[src/rtl/pc_sequencer_pkg.sv]
// rtl/pc_sequencer_pkg.sv - shared encodings and parameter checks for the PC sequencer
package pc_sequencer_pkg;

  // next-PC source select
  localparam logic [2:0] SEL_SEQ    = 3'b000;
  localparam logic [2:0] SEL_BRANCH = 3'b001;
  localparam logic [2:0] SEL_JUMP   = 3'b010;
  localparam logic [2:0] SEL_JREG   = 3'b011;
  localparam logic [2:0] SEL_CALL   = 3'b100;
  localparam logic [2:0] SEL_RET    = 3'b101;

  // branch condition mode
  localparam logic [1:0] BM_BEQ   = 2'b00;
  localparam logic [1:0] BM_BNE   = 2'b01;
  localparam logic [1:0] BM_BEQZ  = 2'b10;
  localparam logic [1:0] BM_NEVER = 2'b11;

  // RAS depth must be a power of two in 2..16 so the pointer wraps naturally
  function automatic bit ras_depth_legal(input int depth);
    return (depth >= 2) && (depth <= 16) && ((depth & (depth - 1)) == 0);
  endfunction

endpackage

[src/rtl/pc_ras.sv]
// rtl/pc_ras.sv - circular return-address stack with occupancy count
module pc_ras
  import pc_sequencer_pkg::*;
#(
  parameter int WIDTH     = 32,
  parameter int RAS_DEPTH = 4
) (
  input  logic             clk,
  input  logic             rst_n,
  input  logic             push,
  input  logic             pop,
  input  logic [WIDTH-1:0] din,
  output logic [WIDTH-1:0] top,
  output logic             empty,
  output logic             full,
  output logic             overflow,
  output logic             underflow
);

  localparam int PTR_W = $clog2(RAS_DEPTH);
  localparam int CNT_W = $clog2(RAS_DEPTH + 1);

  generate
    if (!ras_depth_legal(RAS_DEPTH)) begin : g_bad_depth
      $error("pc_ras: RAS_DEPTH must be a power of two in 2..16");
    end
  endgenerate

  logic [WIDTH-1:0] mem [RAS_DEPTH];
  logic [PTR_W-1:0] ptr;      // next free slot; top entry sits just below it
  logic [CNT_W-1:0] count;
  logic [PTR_W-1:0] top_idx;

  assign top_idx   = ptr - PTR_W'(1);
  assign top       = mem[top_idx];
  assign empty     = (count == '0);
  assign full      = (count == CNT_W'(RAS_DEPTH));
  assign overflow  = push & full;
  assign underflow = pop & ~push & empty;

  // pointer and count: a push on a full stack overwrites the oldest slot and keeps count saturated
  always_ff @(posedge clk) begin
    if (!rst_n) begin
      ptr   <= '0;
      count <= '0;
    end else if (push) begin
      ptr <= ptr + PTR_W'(1);
      if (!full) count <= count + CNT_W'(1);
    end else if (pop && !empty) begin
      ptr   <= top_idx;
      count <= count - CNT_W'(1);
    end
  end

  // entry storage, intentionally not reset
  always_ff @(posedge clk) begin
    if (push) mem[ptr] <= din;
  end

endmodule

[src/rtl/pc_sequencer.sv]
// rtl/pc_sequencer.sv - next-PC selection, PC register and RAS control
module pc_sequencer
  import pc_sequencer_pkg::*;
#(
  parameter int               WIDTH     = 32,
  parameter int               RAS_DEPTH = 4,
  parameter logic [WIDTH-1:0] RESET_PC  = '0
) (
  input  logic             clk,
  input  logic             rst_n,
  input  logic             stall,
  input  logic [2:0]       sel,
  input  logic [1:0]       bmode,
  input  logic             zero,
  input  logic [WIDTH-1:0] branch_target,
  input  logic [WIDTH-1:0] jump_target,
  input  logic [WIDTH-1:0] regdata,
  output logic [WIDTH-1:0] pc,
  output logic [WIDTH-1:0] pc_next,
  output logic             taken,
  output logic             ras_empty,
  output logic             ras_full,
  output logic             ras_err
);

  logic [WIDTH-1:0] pc_seq;
  logic [WIDTH-1:0] ras_top;
  logic             is_call;
  logic             is_ret;
  logic             cond_met;
  logic             ras_ovf;
  logic             ras_unf;

  assign pc_seq = pc + WIDTH'(1);

  // branch condition resolution
  always_comb begin
    cond_met = 1'b0;
    case (bmode)
      BM_BEQ:   cond_met = zero;
      BM_BNE:   cond_met = ~zero;
      BM_BEQZ:  cond_met = zero;
      BM_NEVER: cond_met = 1'b0;
      default:  cond_met = 1'b0;
    endcase
  end

  // next-PC mux; illegal select codes fall through to sequential with no RAS activity
  always_comb begin
    pc_next = pc_seq;
    taken   = 1'b0;
    is_call = 1'b0;
    is_ret  = 1'b0;
    case (sel)
      SEL_SEQ: ;
      SEL_BRANCH: begin
        if (cond_met) begin
          pc_next = branch_target;
          taken   = 1'b1;
        end
      end
      SEL_JUMP: begin
        pc_next = jump_target;
        taken   = 1'b1;
      end
      SEL_JREG: begin
        pc_next = regdata;
        taken   = 1'b1;
      end
      SEL_CALL: begin
        pc_next = jump_target;
        taken   = 1'b1;
        is_call = 1'b1;
      end
      SEL_RET: begin
        is_ret = 1'b1;
        if (!ras_empty) begin
          pc_next = ras_top;
          taken   = 1'b1;
        end
      end
      default: ;
    endcase
  end

  pc_ras #(
    .WIDTH     (WIDTH),
    .RAS_DEPTH (RAS_DEPTH)
  ) u_ras (
    .clk       (clk),
    .rst_n     (rst_n),
    .push      (is_call & ~stall),
    .pop       (is_ret & ~stall),
    .din       (pc_seq),
    .top       (ras_top),
    .empty     (ras_empty),
    .full      (ras_full),
    .overflow  (ras_ovf),
    .underflow (ras_unf)
  );

  // PC register: advances only when not stalled
  always_ff @(posedge clk) begin
    if (!rst_n)      pc <= RESET_PC;
    else if (!stall) pc <= pc_next;
  end

  // sticky stack error; strobes are already qualified by stall
  always_ff @(posedge clk) begin
    if (!rst_n)                 ras_err <= 1'b0;
    else if (ras_ovf | ras_unf) ras_err <= 1'b1;
  end

endmodule

[config.mk]
export PLATFORM = sky130hd
export DESIGN_NAME = pc_sequencer
export DESIGN_NICKNAME = d
export VERILOG_FILES = /design/src/rtl/pc_sequencer_pkg.sv /design/src/rtl/pc_ras.sv /design/src/rtl/pc_sequencer.sv
export SDC_FILE = /design/constraint.sdc
export NUM_CORES = 1
export LEC_CHECK = 0
export ABC_CLOCK_PERIOD_IN_PS = 3400
export BUFFER_PORTS_ARGS = -buffer_cell sky130_fd_sc_hd__buf_4
export CORE_MARGIN = 8
export CORE_UTILIZATION = 40
export DETAILED_ROUTE_END_ITERATION = 6
export PLACE_DENSITY = 0.67
export SKIP_CTS_REPAIR_TIMING = 1
export SYNTH_ARGS = -nofsm -noshare
export SYNTH_HDL_FRONTEND = slang
export SYNTH_HIERARCHICAL = 1
export SYNTH_SLANG_ARGS = --single-unit
[constraint.sdc]
create_clock -name clk -period 3.4 [get_ports clk]
set_input_delay 0.85 -clock clk [delete_from_list [all_inputs] [get_ports clk]]
set_output_delay 0.85 -clock clk [all_outputs]
set_load 0.05 [all_outputs]
==> run metrics, run 1 <==
TNS Setup=-252 ps; WL final=29400 um; sequential share of the synthesized area=55.3%; DR pass1 iterations=6; Hold Path Stages=1; Post-Syn Area=8330 sq um; Core ar.=20400 sq um; post-place instance area=10800 sq um; clk root buf=clkbuf_16; drt wl/cell=23.9 um; Via Count=7232; worst slew pin tran=999 ps; Final nets=1059; die span in y=160 um; Syn Nets=765; largest area contributor in the netlist=edfxtp_1; Crit Path Max Fanout=5; Reg-to-Reg Start=u_ras/ptr[0]; initial antenna violation count=0; worst reg2reg path depth=9; Initial Util=40.9%; vias in the first global route=7091; Worst IR Drop VDD=0.000331 V; die width=160 um; CP Data Required Time=2550 ps; WHS Endpoint=ras_err; hpwl dp=19700 um; top-count cell post-synth=edfxtp_1; Layout area overhead=45.9%; crit path capture type=output pin; Post-synth ARST share=0%; M2 GR Usage=36.5%; failing checks=setup timing; layout cell share with drive strength beyond 1=50.4%; count of unique library cells instantiated by Yosys=72; first-pass GRT wire length=41900 um; main flop type after synthesis=edfxtp_1; Hold Path Origin=ras_err; synthesized instance count=654; CTS tree=done; Layout Skew=9.98 ps; Worst R2R Setup Slack=900 ps; largest net degree at the start of global routing=41; number of synthesized flops with an enable pin=128; Max Buffers Root-to-Sink=2; status=finished, violations left; fin. max-slew vios=0; Max-cap violations=0; synth warn=6; worst hold path type=reg2reg; Yosys reg bits=166; M1 GR Usage=26.8%; Fin. Hold Viols=0; number of inserted diodes=0; GRT met3 Usage=4.68%; busiest grt layer=met2; CP arrival=2630 ps; Mean Syn Cell Area=12.7 sq um; PwrDens=449 nW/um^2; leak pwr=4.87 nW; Antenna Nets Post-Route=0; full die area=25700 sq um; Worst-path clk slew=70 ps; Finished Cell Area=12200 sq um; share of the synthesized area in the top cell type=46.1%; Worst R2R End=pc[23]; top post-synthesis cells by area=edfxtp_1 (46%), dfxtp_1 (9.1%), mux4_2 (8.7%); Sink Count=166; Total GRT Usage=21.3%; worst setup margin=-81.2 ps; RD Place Congestion=0.864; Achievable Freq=0.287 GHz; Iteration-0 DRC Markers=734; # rows=52; Final Critical Period=3480 ps; total CTS buffers=17; vias per std cell=5.87; # DRC=0; top post-synthesis cells by count=edfxtp_1 (128), nand2_1 (60), dfxtp_1 (38), o21ai_0 (38), nor2_1 (33); I/O Buffers=172; path type of the worst setup path=in2out; grt total ovfl=0; Clock Latency Late Sink=440 ps; Critical Path Start Type=input pin; RSZ-0062 raised after global routing=true; # setup viols final=8; IO Count=173; H-Tree Level Count=4; Rel. slew slack=33.3%; final period utilization=102%
==> worst max-delay path by stage <==
| stage | startpoint | to | slack (ps) |
|---|---|---|---|
| 2_1_floorplan | sel[0] | pc_next[14] | -290 |
| 3_3_place_gp | zero | pc_next[26] | -210 |
| 3_5_place_dp | zero | pc_next[26] | -190 |
| 4_1_cts | pc[18] | pc_next[28] | -220 |
| 5_1_grt | bmode[1] | pc_next[29] | -130 |
| 6_report | bmode[1] | pc_next[4] | -80 |
==> through the flow <==
| step | hold WS, ps | total power [mW] | worst slack, ps | utilization, % | cells |
|---|---|---|---|---|---|
| floorplan | 473 | 2.90 | -291 | - | 654 |
| global placement | 466 | 3.38 | -206 | 52.9 | 1162 |
| detailed placement | 477 | 3.38 | -185 | 52.9 | 1162 |
| CTS | 493 | 5.38 | -225 | 55.9 | 1194 |
| global route | 530 | 5.63 | -127 | 59.7 | 1231 |
| finish | 486 | 5.46 | -81.2 | 59.7 | 1231 |
==> sequential cells by signal (all words and copies together) (netlist names) <==
name and flops:
u_ras/mem 128, ras_err 1, u_ras/ptr 2, u_ras/count 3, pc 32
==> logic make-up after synthesis <==
kind of cell / count (synthesis) / share of synthesized area [%]
compound gates: 168 / 15.6
xor+xnor: 27 / 2.84
fa+ha+maj: 6 / 0.991
buf+inv: 56 / 3.18
flops: 166 / 55.3
mux: 41 / 9.73
simple gates: 190 / 12.4
==> critical path: stages <==
cell	delay (ps)
buf_6	90
or3b_4	430
a2111oi_4	390
buf_6	190
buf_12	140
a222oi_1	80
o211ai_1	190
buf_4	270
==> area by class of cell <==
class / instances / area [sq um]
clock inverter: 15 / 193
timing repair inverter: 1 / 5.00
fill: 1640 / 8210
multi-input combinational: 432 / 3730
clock buffer: 17 / 425
tap: 270 / 338
timing repair buffer: 314 / 2730
sequential: 166 / 4660
inverter: 16 / 76.3
==> power by group <==
part	switching (mW)	leakage, nW	internal, mW
registers	0.0546	1.50	2.23
clock network	0.846	0.295	1.17
logic	0.657	3.07	0.495
total	1.56	4.87	3.90
==> cells in the final DEF, fill, tap and decap left out, types with 7 or more instances in the layout <==
master,count
a221o_1,18
mux4_2,32
nor2_1,29
clkbuf_16,22
buf_12,13
a21oi_1,12
buf_6,25
o21ai_0,30
a222oi_1,12
dfxtp_1,16
o211a_1,8
mux2i_1,9
edfxtp_1,128
nand2b_1,10
inv_1,10
and2_1,7
o21ba_2,12
xor2_1,10
dfxtp_2,12
buf_4,267
xnor2_1,11
nand3_1,17
nand2_1,58
dfxtp_4,10
==> layer usage <==
| metal | wire length [um] | share of wire (%) |
|---|---|---|
| met5 | 0 | 0 |
| met4 | 616 | 2.1 |
| met3 | 2240 | 7.6 |
| met2 | 14800 | 50 |
| met1 | 11800 | 40 |
No activity file was read; power rests on OpenSTA's default activity.
==> run 2: changes to the inputs <==
ABC_CLOCK_PERIOD_IN_PS = unset   (was 3400)
CORE_UTILIZATION = 50   (was 40)
PLACE_DENSITY = 0.8   (was 0.67)
==> run 2 against run 1 <==
- the run still ends with setup timing left
- highest routed layer unchanged
- power down 3.9%
- routed wire length up 3.6%
- sequential cell count is the same
- design area is 2.7% lower
- combinational power barely moved
- clock power is 11% lower
- first-iteration DRC count up 58%
- non-clock buffer count is 10 lower
- die area down 18%
- worst hold slack improved by 27 ps
- via count grew 6.4%
- fmax shrank 1.9%
==> run metrics, run 2 (same netlist as run 1, synthesis figures left out) <==
vias per std cell=6.58; grt total ovfl=0; total CTS buffers=17; clk root buf=clkbuf_16; fin. max-slew vios=0; CP delay by family, top=compound AO/OA/AOI/OAI gates; FILL cells=979; Final nets=1048; IO Count=173; failing checks=setup timing; max reg flops=128; Max-cap violations=0; Layout area overhead=41.9%; biggest regs=u_ras/mem (128), pc (32), u_ras/count (3); Crit Path Max Fanout=7; first-pass GRT wire length=41100 um; path type of the worst setup path=reg2out; Max Buffers Root-to-Sink=2; Sink Count=166; Rel. slew slack=38.2%; RD Place Congestion=0.879; Via Count=7698; initial antenna violation count=1; Critical Path Start Type=flop; leak pwr=4.73 nW; Antenna Nets Post-Route=0; Worst IR Drop VDD=0.000403 V; most common cell after layout, fill and taps aside=buf_4; CP arrival=2700 ps; number of inserted diodes=0; RSZ-0062 raised after global routing=true; Fin. Hold Viols=0; largest net degree at the start of global routing=42; worst reg2reg path depth=11; Finished Cell Area=11800 sq um; worst setup margin=-148 ps; Post-Layout Cell Count=1170; Iteration-0 DRC Markers=1161; final period utilization=104%; dpl cells=1101; Achievable Freq=0.282 GHz; Worst R2R Setup Slack=760 ps; Bufs and invs on worst path=4; Largest stage delay, worst path=390 ps; Final Critical Period=3550 ps; Initial Util=50.8%; Hold Path Origin=ras_err; CP Depth=9; die width=145 um; # rows=47; worst path cell trace=inv_2 -> ha_4 -> buf_6 -> clkbuf_16 -> mux4_2 -> nor2b_1 -> a22oi_1 -> o211ai_1 -> buf_4; most frequent cells in the layout=buf_4 (259), edfxtp_1 (128), nand2_1 (56); Worst R2R End=pc[4]; die span in y=145 um; worst slew pin tran=926 ps; Total GRT Usage=25.2%; slowest CP cell=a22oi_1; Worst-path clk slew=60 ps; WL final=30500 um; vias in the first global route=7385; hpwl dp=19500 um; Clock Latency Late Sink=430 ps; WHS Endpoint=ras_err; CTS tree=done; DR pass1 iterations=7; layout cell share with drive strength beyond 1=49.5%; status=finished, violations left; drt wl/cell=26.0 um; Core ar.=16400 sq um; H-Tree Level Count=4; full die area=21000 sq um; Biggest register=u_ras/mem; Hold Path Stages=1; crit path capture type=output pin; # setup viols final=21; I/O Buffers=172; CP Data Required Time=2550 ps; post-place instance area=10600 sq um; # DRC=0; Layout Skew=12.6 ps; worst hold path type=reg2reg; PwrDens=444 nW/um^2; Reg-to-Reg Start=u_ras/ptr[1]
==> run 2: per-stage QoR <==
step | utilization [%] | worst slack, ps | power [mW] | hold WS [ps] | TNS [ps]
after floorplan | - | -291 | 2.90 | 473 | -529
after global placement | 64.3 | -145 | 3.35 | 468 | -2090
after detailed placement | 64.3 | -204 | 3.36 | 506 | -3800
after CTS | 67.6 | -342 | 5.11 | 520 | -4970
after global routing | 72.1 | -176 | 5.38 | 546 | -2700
final | 72.1 | -148 | 5.25 | 512 | -848
==> run 2: routing by layer <==
metal	wire, um	vias to the layer above	global-route usage, %
met5	0	-	0
met4	1630	0	10.3
met3	3570	145	5.85
met2	15000	674	43.8
met1	10300	3709	29.6
li1	-	3170	-
==> run 2: cell type report <==
class	count	area (sq um)	share of cell area, %
clock inverter	12	105	0.889
clock buffer	20	437	3.69
multi-input combinational	432	3720	31.5
inverter	16	73.8	0.624
tap	220	275	2.33
timing repair buffer	304	2550	21.6
sequential	166	4650	39.4
==> run 2: worst max-delay path by stage <==
stage          slack [ps]          from          end
3_5_place_dp         -200          zero   pc_next[4]
2_1_floorplan        -290        sel[0]  pc_next[14]
3_3_place_gp         -140          zero  pc_next[11]
6_report             -150  u_ras/ptr[1]   pc_next[4]
4_1_cts              -340         pc[1]  pc_next[28]
5_1_grt              -180  u_ras/ptr[0]   pc_next[4]
==> run 2: where the power goes <==
group	switching, mW	internal, mW	leakage, nW
Combinational	0.670	0.483	2.98
Clock	0.790	1.00	0.254
Sequential	0.0644	2.24	1.50
